$ cat src/rtl/rv32_pkg.sv
// Shared fetch-stage types and Wishbone constants.
// Imported by rv32_fetch and rv32_fetch_fifo.
package rv32_pkg;

    localparam logic [2:0]  WB_CTI_CLASSIC   = 3'b000;
    localparam logic [1:0]  WB_BTE_LINEAR    = 2'b00;
    localparam logic [31:0] DEFAULT_RESET_PC = 32'h0000_0000;

    typedef struct packed {
        logic [31:0] pc;
        logic [31:0] insn;
        logic        fault;
    } fetch_entry_t;

    typedef enum logic [1:0] {
        IDLE,
        REQ,
        DRAIN,
        HALT
    } fetch_state_t;

endpackage

$ cat src/rtl/rv32_fetch_fifo.sv
// Prefetch FIFO with show-ahead head and flush.
// An empty FIFO keeps presenting the most recently popped entry.
module rv32_fetch_fifo
    import rv32_pkg::*;
#(
    parameter int DEPTH = 2
) (
    input  logic                     clk,
    input  logic                     rst,
    input  logic                     push,
    input  logic                     pop,
    input  logic                     flush,
    input  fetch_entry_t             wdata,
    output fetch_entry_t             head,
    output logic                     empty,
    output logic [$clog2(DEPTH):0]   count
);

    localparam int AW = $clog2(DEPTH);
    localparam int CW = AW + 1;

    fetch_entry_t mem [DEPTH];
    fetch_entry_t last_q;
    logic [AW-1:0] wr_q;
    logic [AW-1:0] rd_q;
    logic [CW-1:0] cnt_q;
    logic          do_push;
    logic          do_pop;

    assign empty   = (cnt_q == '0);
    assign count   = cnt_q;
    assign do_push = push & ~flush;
    assign do_pop  = pop & ~flush & ~empty;
    assign head    = empty ? last_q : mem[rd_q];

    always_ff @(posedge clk) begin
        if (do_push) begin
            mem[wr_q] <= wdata;
        end
    end

    always_ff @(posedge clk or posedge rst) begin
        if (rst) begin
            wr_q   <= '0;
            rd_q   <= '0;
            cnt_q  <= '0;
            last_q <= '0;
        end else if (flush) begin
            wr_q  <= '0;
            rd_q  <= '0;
            cnt_q <= '0;
        end else begin
            wr_q  <= wr_q + AW'(do_push);
            rd_q  <= rd_q + AW'(do_pop);
            cnt_q <= cnt_q + CW'(do_push) - CW'(do_pop);
            if (do_pop) begin
                last_q <= mem[rd_q];
            end
        end
    end

endmodule

$ cat src/rtl/rv32_fetch.sv
// RV32 instruction fetch: Wishbone classic master feeding a prefetch FIFO.
// Define RV32_FETCH_ERR_EN to turn ibus__err into faulting entries and a HALT state.
module rv32_fetch
    import rv32_pkg::*;
#(
    parameter logic [31:0] RESET_PC = DEFAULT_RESET_PC,
    parameter int          DEPTH    = 2
) (
    input  logic        clk,
    input  logic        rst,
    output logic [29:0] ibus__adr,
    output logic [31:0] ibus__dat_w,
    input  logic [31:0] ibus__dat_r,
    output logic [3:0]  ibus__sel,
    output logic        ibus__cyc,
    output logic        ibus__stb,
    input  logic        ibus__ack,
    output logic        ibus__we,
    output logic [2:0]  ibus__cti,
    output logic [1:0]  ibus__bte,
    input  logic        ibus__err,
    input  logic        redirect_valid,
    input  logic [31:0] redirect_pc,
    output logic        insn_valid,
    input  logic        insn_ready,
    output logic [31:0] insn_data,
    output logic [31:0] insn_pc,
    output logic        insn_fault
);

    localparam int CW = $clog2(DEPTH) + 1;

    fetch_state_t  state_q;
    fetch_state_t  state_d;
    logic [31:0]   fpc_q;
    logic [31:0]   fpc_d;
    logic [29:0]   drain_adr_q;
    logic [CW-1:0] count;
    logic [CW-1:0] after_ack;
    logic          push;
    logic          pop;
    logic          empty;
    logic          bus_err;
    logic          term;
    logic          unused_ok;
    fetch_entry_t  push_entry;
    fetch_entry_t  head;

`ifdef RV32_FETCH_ERR_EN
    assign bus_err    = ibus__err;
    assign insn_fault = head.fault;
    assign unused_ok  = ^redirect_pc[1:0];
`else
    assign bus_err    = 1'b0;
    assign insn_fault = 1'b0;
    assign unused_ok  = ^{redirect_pc[1:0], ibus__err, head.fault};
`endif

    assign term      = ibus__ack | bus_err;
    assign pop       = ~empty & insn_ready;
    assign after_ack = count + CW'(1) - CW'(pop);

    // DRAIN keeps the original address on the bus even after fpc moves on
    assign ibus__cyc   = (state_q == REQ) || (state_q == DRAIN);
    assign ibus__stb   = ibus__cyc;
    assign ibus__adr   = (state_q == DRAIN) ? drain_adr_q : fpc_q[31:2];
    assign ibus__dat_w = '0;
    assign ibus__sel   = 4'hF;
    assign ibus__we    = 1'b0;
    assign ibus__cti   = WB_CTI_CLASSIC;
    assign ibus__bte   = WB_BTE_LINEAR;

    assign insn_valid = ~empty;
    assign insn_data  = head.insn;
    assign insn_pc    = head.pc;

    always_comb begin
        state_d    = state_q;
        fpc_d      = fpc_q;
        push       = 1'b0;
        push_entry = '{pc: fpc_q, insn: ibus__dat_r, fault: 1'b0};
        unique case (state_q)
            IDLE: begin
                if (!redirect_valid && count < CW'(DEPTH)) begin
                    state_d = REQ;
                end
            end
            REQ: begin
                if (redirect_valid) begin
                    state_d = term ? IDLE : DRAIN;
                end else if (ibus__ack) begin
                    push    = 1'b1;
                    fpc_d   = fpc_q + 32'd4;
                    state_d = (after_ack < CW'(DEPTH)) ? REQ : IDLE;
`ifdef RV32_FETCH_ERR_EN
                end else if (bus_err) begin
                    push       = 1'b1;
                    push_entry = '{pc: fpc_q, insn: 32'h0, fault: 1'b1};
                    state_d    = HALT;
`endif
                end
            end
            DRAIN: begin
                if (term) begin
                    state_d = IDLE;
                end
            end
`ifdef RV32_FETCH_ERR_EN
            HALT: begin
                if (redirect_valid) begin
                    state_d = IDLE;
                end
            end
`endif
            default: state_d = IDLE;
        endcase
        if (redirect_valid) begin
            fpc_d = {redirect_pc[31:2], 2'b00};
        end
    end

    always_ff @(posedge clk or posedge rst) begin
        if (rst) begin
            state_q     <= IDLE;
            fpc_q       <= RESET_PC;
            drain_adr_q <= '0;
        end else begin
            state_q <= state_d;
            fpc_q   <= fpc_d;
            if (state_q == REQ && state_d == DRAIN) begin
                drain_adr_q <= fpc_q[31:2];
            end
        end
    end

    rv32_fetch_fifo #(
        .DEPTH(DEPTH)
    ) u_fifo (
        .clk  (clk),
        .rst  (rst),
        .push (push),
        .pop  (pop),
        .flush(redirect_valid),
        .wdata(push_entry),
        .head (head),
        .empty(empty),
        .count(count)
    );

endmodule

$ cat config.mk
export PLATFORM = sky130hd
export DESIGN_NAME = rv32_fetch
export DESIGN_NICKNAME = d
export VERILOG_FILES = /design/src/rtl/rv32_pkg.sv /design/src/rtl/rv32_fetch_fifo.sv /design/src/rtl/rv32_fetch.sv
export SDC_FILE = /design/constraint.sdc
export NUM_CORES = 1
export LEC_CHECK = 0
export ABC_AREA = 1
export CAP_MARGIN = 0
export CELL_PAD_IN_SITES_DETAIL_PLACEMENT = 0
export CELL_PAD_IN_SITES_GLOBAL_PLACEMENT = 2
export CORE_AREA = 10 10 190 237
export CTS_CLUSTER_DIAMETER = 150
export DETAILED_ROUTE_END_ITERATION = 6
export DIE_AREA = 0 0 200 247
export PLACE_DENSITY_LB_ADDON = 0.2
export SLEW_MARGIN = 20
export SYNTH_ARGS = -nofsm -noshare
export SYNTH_HDL_FRONTEND = slang
export SYNTH_SLANG_ARGS = --single-unit
$ cat constraint.sdc
create_clock -name clk -period 4.2 [get_ports clk]
set_input_delay 0.63 -clock clk [delete_from_list [all_inputs] [get_ports clk]]
set_output_delay 0.63 -clock clk [all_outputs]
set_load 0.03 [all_outputs]
==> summary.txt <==
Pwr
  • Maximum VDD drop: 0.316 mV
  • P_leak: 0.00601 uW
  • P per Cell Area: approximately 700 mW/mm^2
  • Pwr Total: 10700 uW

Logic synthesis
  • Synth Cell Area: around 0.012 mm^2
  • Seq cells post-synth: 252
  • Yosys warnings: 0
  • Post-synthesis cell count: 1262
  • Avg Inst Size Synth: approximately 9.5 um^2
  • Synth cell types: 35
  • Sequential-to-total area share from yosys stat: 57.8%

CTS
  • Clk sinks: between 200 and 300
  • Clock slew at reported path FFs: about 0.060 ns
  • TritonCTS clock tree: done
  • CTS Hold Bufs: 0
  • Clock Tree Buf Depth: 3
  • Clock root buffer: clkbuf_16
  • CTS resizes: 0
  • # H-tree levels: 1
  • Setup Buffers After CTS: 0
  • Num CTS Buffers: 29
  • Worst-Skew Late Latency: 0.56 ns

Finish
  • Layout area overhead: 25.3%
  • FILL cells: 4151
  • Antenna diodes: 0
  • Fin nets: 1493
  • Commonest non-fill, non-tap cell in the layout: nand2_1
  • Register area: a little under 0.007 mm^2
  • Footprint of the multi-input gates: slightly above 0.004 mm^2
  • Layout cell share with drive strength beyond 1: a little over a tenth
  • Most frequent cells in the layout: nand2_1 (371), o21ai_0 (192), clkdlybuf4s50_1 (161)
  • Final instance area: 0.0150 mm^2

Place
  • Final HPWL DP: 24600 um
  • Routability Congestion: around 0.77
  • Pre-CTS WS: 1.02 ns
  • PortBufs: between 150 and 200
  • DP Area: between 0.01 and 0.015 mm^2

Die
  • Die area: 0.0494 mm^2
  • Placeable core area: 0.0406 mm^2
  • # rows: 83
  • Die height: between 200 and 250 um
  • IO Count: 210
  • Initial Util: 29.5%
  • Die X-Extent: 200 um

STA
  • Post-layout minimum cycle time: 3.71 ns
  • Slew Limit Fails: 0
  • F_max: 269 MHz
  • RSZ-0062 raised after global routing: false
  • Min setup slack post-route: about 0.49 ns
  • Final Hold Vio Count: 0
  • Max_slew headroom: 41.8%
  • Worst slew pin tran: 0.872 ns
  • Final TNS setup: 0 ns
  • Final period util: between 80% and 90%
  • Clk_skew: 0.0169 ns
  • Final setup fails: 0

Routing
  • Total vias in the final route: 8754
  • Antenna-violating nets left: 0
  • Vias/cell: 4.41
  • WL/cell: 18.0 um
  • TritonRoute pass-1 iters: 4
  • Aggregate routed wire length: 35700 um
  • Drc violations: 0
  • DR iter-0 viols: a little over 400

Job
  • Max-cap violation count: 0

Worst setup path
  • Startpoint types: register
  • CP arrival: 3.08 ns
  • Maximum fanout along the worst path: 32
  • CP Capture Type: output port
  • RR Startpoint: state_q[0]$_DFF_PP0_
  • Worst Reg-to-Reg Cells: 9
  • WS Path Type: reg2out
  • Worst EP required: 3.57 ns
  • Reg2reg end: drain_adr_q[15]$_DFFE_PP0P_
  • FF-to-FF setup slack: 1.21 ns

GRT
  • Largest net degree at the start of global routing: 85
  • Total GRT Usage: around 14%
  • GRT overflow: 0
  • Initial antenna violation count: 0
  • Vias in the first global route: 8768
  • First-pass GRT wire length: 54100 um

Status
  • Status: complete, no violations

Hold path
  • Hold path depth: 2
  • Min-Delay Path Class: reg2reg
  • Worst Hold Path EP: drain_adr_q[17]$_DFFE_PP0P_
  • Hold_sp: drain_adr_q[17]$_DFFE_PP0P_
[per-layer routing]
metal / global-route usage, % / share of wire, % / vias up
met2: 24.5 / 49 / 176
met5: 0 / 0 / -
met4: 3.59 / 1.7 / 0
met1: 17.9 / 44 / 4195
met3: 2.75 / 4.6 / 35
li1: - / - / 4348
[sequential cells by signal, indices dropped and copies added (netlist names)]
name / count
u_fifo.wr_q: 1
u_fifo.last_q: 62
u_fifo.mem: 124
drain_adr_q: 30
state_q: 2
u_fifo.count: 2
fpc_q: 30
u_fifo.rd_q: 1
[cells in the mapped netlist, drive strengths merged]
cell type	instances	share of area (%)
mux2	62	5.8
clkbuf	27	0.90
xor2	7	0.51
or2	1	0.052
o21ai	200	8.4
a32oi	1	0.073
nor2	64	2.3
edfxtp	124	31
clkinv	1	0.031
o21bai	2	0.13
conb	2	0.063
ha	9	0.94
buf	77	4.4
and3	1	0.052
inv	120	3.8
nand4	6	0.37
a21oi	6	0.28
o211ai	2	0.13
nand3	42	1.8
dfrtp	128	27
nor3	2	0.084
nand2	373	12
o221ai	3	0.22
xnor2	2	0.15
[final cells by class]
cell class,count,area share [%]
well taps,552,4.60
flip-flops and latches,252,46.1
repair buffers,182,12.0
clock inverters,18,1.49
inverters,121,3.07
clock buffers,34,5.16
multi-input cells,828,27.5
[through the flow]
stage,cells,hold WS (ns),utilization [%]
finish,1987,0.480,37.0
global route,1987,0.511,37.0
CTS,1987,0.483,37.0
detailed placement,1935,0.469,34.5
global placement,1935,0.463,34.5
floorplan,1305,0.437,-
[kinds of logic after synthesis]
family / after synthesis / synth area share, %
compound gates: 214 / 9.18
mux: 62 / 5.83
xor+xnor: 9 / 0.658
fa+ha+maj: 9 / 0.940
simple gates: 489 / 16.4
flops: 252 / 57.8
other cells: 2 / 0.0627
buf+inv: 225 / 9.14
[how the worst max path moves through the flow]
stage / from / endpoint / slack [ns]
after floorplan: rst / drain_adr_q[0]$_DFFE_PP0P_ / 0.16
after global placement: u_fifo.count[1]$_DFF_PP0_ / insn_pc[2] / 1.01
after detailed placement: u_fifo.count[1]$_DFF_PP0_ / insn_pc[2] / 1.02
after CTS: u_fifo.count[1]$_DFF_PP0_ / insn_pc[2] / 0.42
after global routing: state_q[0]$_DFF_PP0_ / ibus__adr[19] / 0.29
final: state_q[0]$_DFF_PP0_ / ibus__adr[10] / 0.49
[worst max-delay path, stage by stage (launching register included)]
cell and delay (ns):
dfrtp_1 0.40, inv_1 0.17, ha_2 0.55, buf_4 0.43, nand2_1 0.08, o21ai_0 0.13
clkdlybuf4s50_1 0.73
[power breakdown]
group / switching [uW] / leakage (uW) / internal [uW] / total (uW)
clock: 1030 / 0.000480 / 1620 / 2650
combinational: 2910 / 0.00283 / 1640 / 4550
sequential: 311 / 0.00270 / 3220 / 3530
Note: power is estimated with default switching activity, not from simulation.
==> patch: new RTL, config.mk and constraints unchanged <==
`DEPTH` is set to 2 in 2 places; all go to 4.
--- a/src/rtl/rv32_fetch_fifo.sv
+++ b/src/rtl/rv32_fetch_fifo.sv
@@ -5,3 +5,3 @@
 #(
-    parameter int DEPTH = 2
+    parameter int DEPTH = 4
 ) (
--- a/src/rtl/rv32_fetch.sv
+++ b/src/rtl/rv32_fetch.sv
@@ -6,3 +6,3 @@
     parameter logic [31:0] RESET_PC = DEFAULT_RESET_PC,
-    parameter int          DEPTH    = 2
+    parameter int          DEPTH    = 4
 ) (
Check against the original RTL: not equivalent (Yosys sat finds a counterexample within 4 cycles, from zero or initial values and one cycle with rst high).
==> patch against the original RTL <==
Wire length is 26% higher; worst setup slack better by 0.088 ns; cell count is 18% higher; synthesized area is 40% higher; critical endpoint is now ibus__adr[20]; sequential cell count is 127 higher; via count is 36% higher; total power is 32% higher; design area is 33% higher; clock skew is 0.0018 ns higher.
==> patch: results (changes against the original RTL) <==
* Max stage delay on crit path at 0.77 ns (was 0.73 ns)
* WP data arrival at 2.99 ns (was 3.08 ns)
* Top post-synthesis cells by area: edfxtp_1, dfrtp_1, nand2_1, a32o_1, o21ai_0 (was edfxtp_1, dfrtp_1, nand2_1, o21ai_0, mux2_2)
* Placer Congestion at 0.840 (was 0.769)
* Sequential share of the synthesized area at 63.9% (was 57.8%)
* Pleak at 8.03 nW (was 6.01 nW)
* Initial antenna violation count at 0 (unchanged)
* Dpl cell area at 0.0187 mm² (was 0.0140 mm²)
* Vias at 11868 (was 8754)
* Post-route clock skew at 0.0188 ns (was 0.0169 ns)
* Total Wirelength at 45.1 mm (was 35.7 mm)
* Max FO, Critical Path at 28 (was 32)
* WHS Endpoint: drain_adr_q[9] (was drain_adr_q[17])
* First-pass GRT wire length at 68.9 mm (was 54.1 mm)
* Worst R2R Setup Slack at 1.58 ns (was 1.21 ns)
* Worst-path clk slew at 0.06 ns (about the same)
* WHS at 0.472 ns (was 0.480 ns)
* VDD IR max at 0.417 mV (was 0.316 mV)
* Iter 0 DRT Violations at 715 (was 415)
* R2R Path End: drain_adr_q[17] (was drain_adr_q[15])
* Avg Cell Area, Syn at 10.3 µm² (was 9.50 µm²)
* Pre-CTS WS at 1.03 ns (was 1.02 ns)
* Fin cells at 2349 (was 1987)
* DR pass1 iterations at 5 (was 4)
* CTS buffer count at 40 (was 29)
* Post-synth top cells: nand2_1, edfxtp_1, dfrtp_1 (was nand2_1, o21ai_0, dfrtp_1)
* Post-synth cell types at 37 (was 35)
* Min-delay src: drain_adr_q[9] (was drain_adr_q[17])
* Critical R2R Launch: state_q[0] (unchanged)
* PnR worst setup slack at 0.576 ns (was 0.488 ns)
* Largest net degree at the start of global routing at 126 (was 85)
* IO buf count at 161 (unchanged)
* # nets final at 1846 (was 1493)
* Worst-margin pin slew at 0.790 ns (was 0.872 ns)
* Final HPWL DP at 28.8 mm (was 24.6 mm)
* Share of layout cells above drive strength 1 at 8.13% (was 10.7%)
* Number of synthesized flops with an enable pin at 248 (was 124)
* Post-cts gate resize count at 0 (unchanged)
* Registers with the most flip-flops: u_fifo.mem x248, u_fifo.last_q x62 (was u_fifo.mem x124, u_fifo.last_q x62)
* Status: completed (unchanged)
* Clock root cell: clkbuf_16 (unchanged)
* Worst skew pair latency at 0.54 ns (was 0.56 ns)
* H-Tree Depth at 2 (was 1)
* Post-synth ARST share at 34.6% (was 50.8%)
* Reg2reg path depth at 10 (was 9)
* Clock buffer depth at 3 (unchanged)
* DRC at 0 (unchanged)
* Tot GR Track Use at 18.1% (was 14.3%)
* Post-CTS Setup Inserts at 0 (unchanged)
-- patch: changes by cell type after synthesis, moves of 59 or more --
cell | unedited run | this run
a21oi_1 | 5 | 68
a32o_1 | 0 | 62
edfxtp_1 | 124 | 248
inv_1 | 116 | 57
mux2_2 | 62 | 0
nand2_1 | 371 | 563
o21ai_0 | 192 | 100
o21ai_1 | 8 | 69
-- patch: cells by family after synthesis --
group                      share of synthesized area (%)
and+or+nand+nor                                     17.1
adders and majority gates                          0.790
DFF                                                 63.9
other                                             0.0447
xor gates and xnor gates                           0.522
AOI/OAI and AO/OA                                   11.2
buffers and inverters                               6.50
-- patch: how the worst max path moves through the flow --
stage | from | to | cells past startpoint
6_report | state_q[0] | ibus__adr[20] | 6
5_1_grt | u_fifo.count[1] | insn_data[14] | 6
4_1_cts | state_q[0] | ibus__adr[20] | 6
3_5_place_dp | redirect_valid | drain_adr_q[17] | 11
3_3_place_gp | redirect_valid | drain_adr_q[19] | 11
2_1_floorplan | redirect_valid | u_fifo.mem[0][0] | 4
-- patch: metal layers --
| metal | wire length (µm) | vias up | global-route usage, % |
|---|---|---|---|
| li1 | - | 5802 | - |
| met1 | 19200 | 5710 | 23.3 |
| met2 | 22200 | 293 | 30.5 |
| met3 | 2560 | 63 | 3.39 |
| met4 | 1080 | 0 | 5.26 |
| met5 | 0 | - | 0 |
-- patch: power by group --
group | internal (mW) | switching [mW] | total (mW)
combinational | 1.91 | 3.63 | 5.54
clock | 2.06 | 1.43 | 3.49
sequential | 4.63 | 0.442 | 5.08
-- patch: layout make-up --
class	instances	area, µm²
well taps	552	691
repair buffers	193	1900
multi-input cells	1087	5160
flip-flops and latches	379	10700
clock buffers	57	1130
clock inverters	15	171
fillers	3711	20600
diodes	1	2.50
inverters	65	259
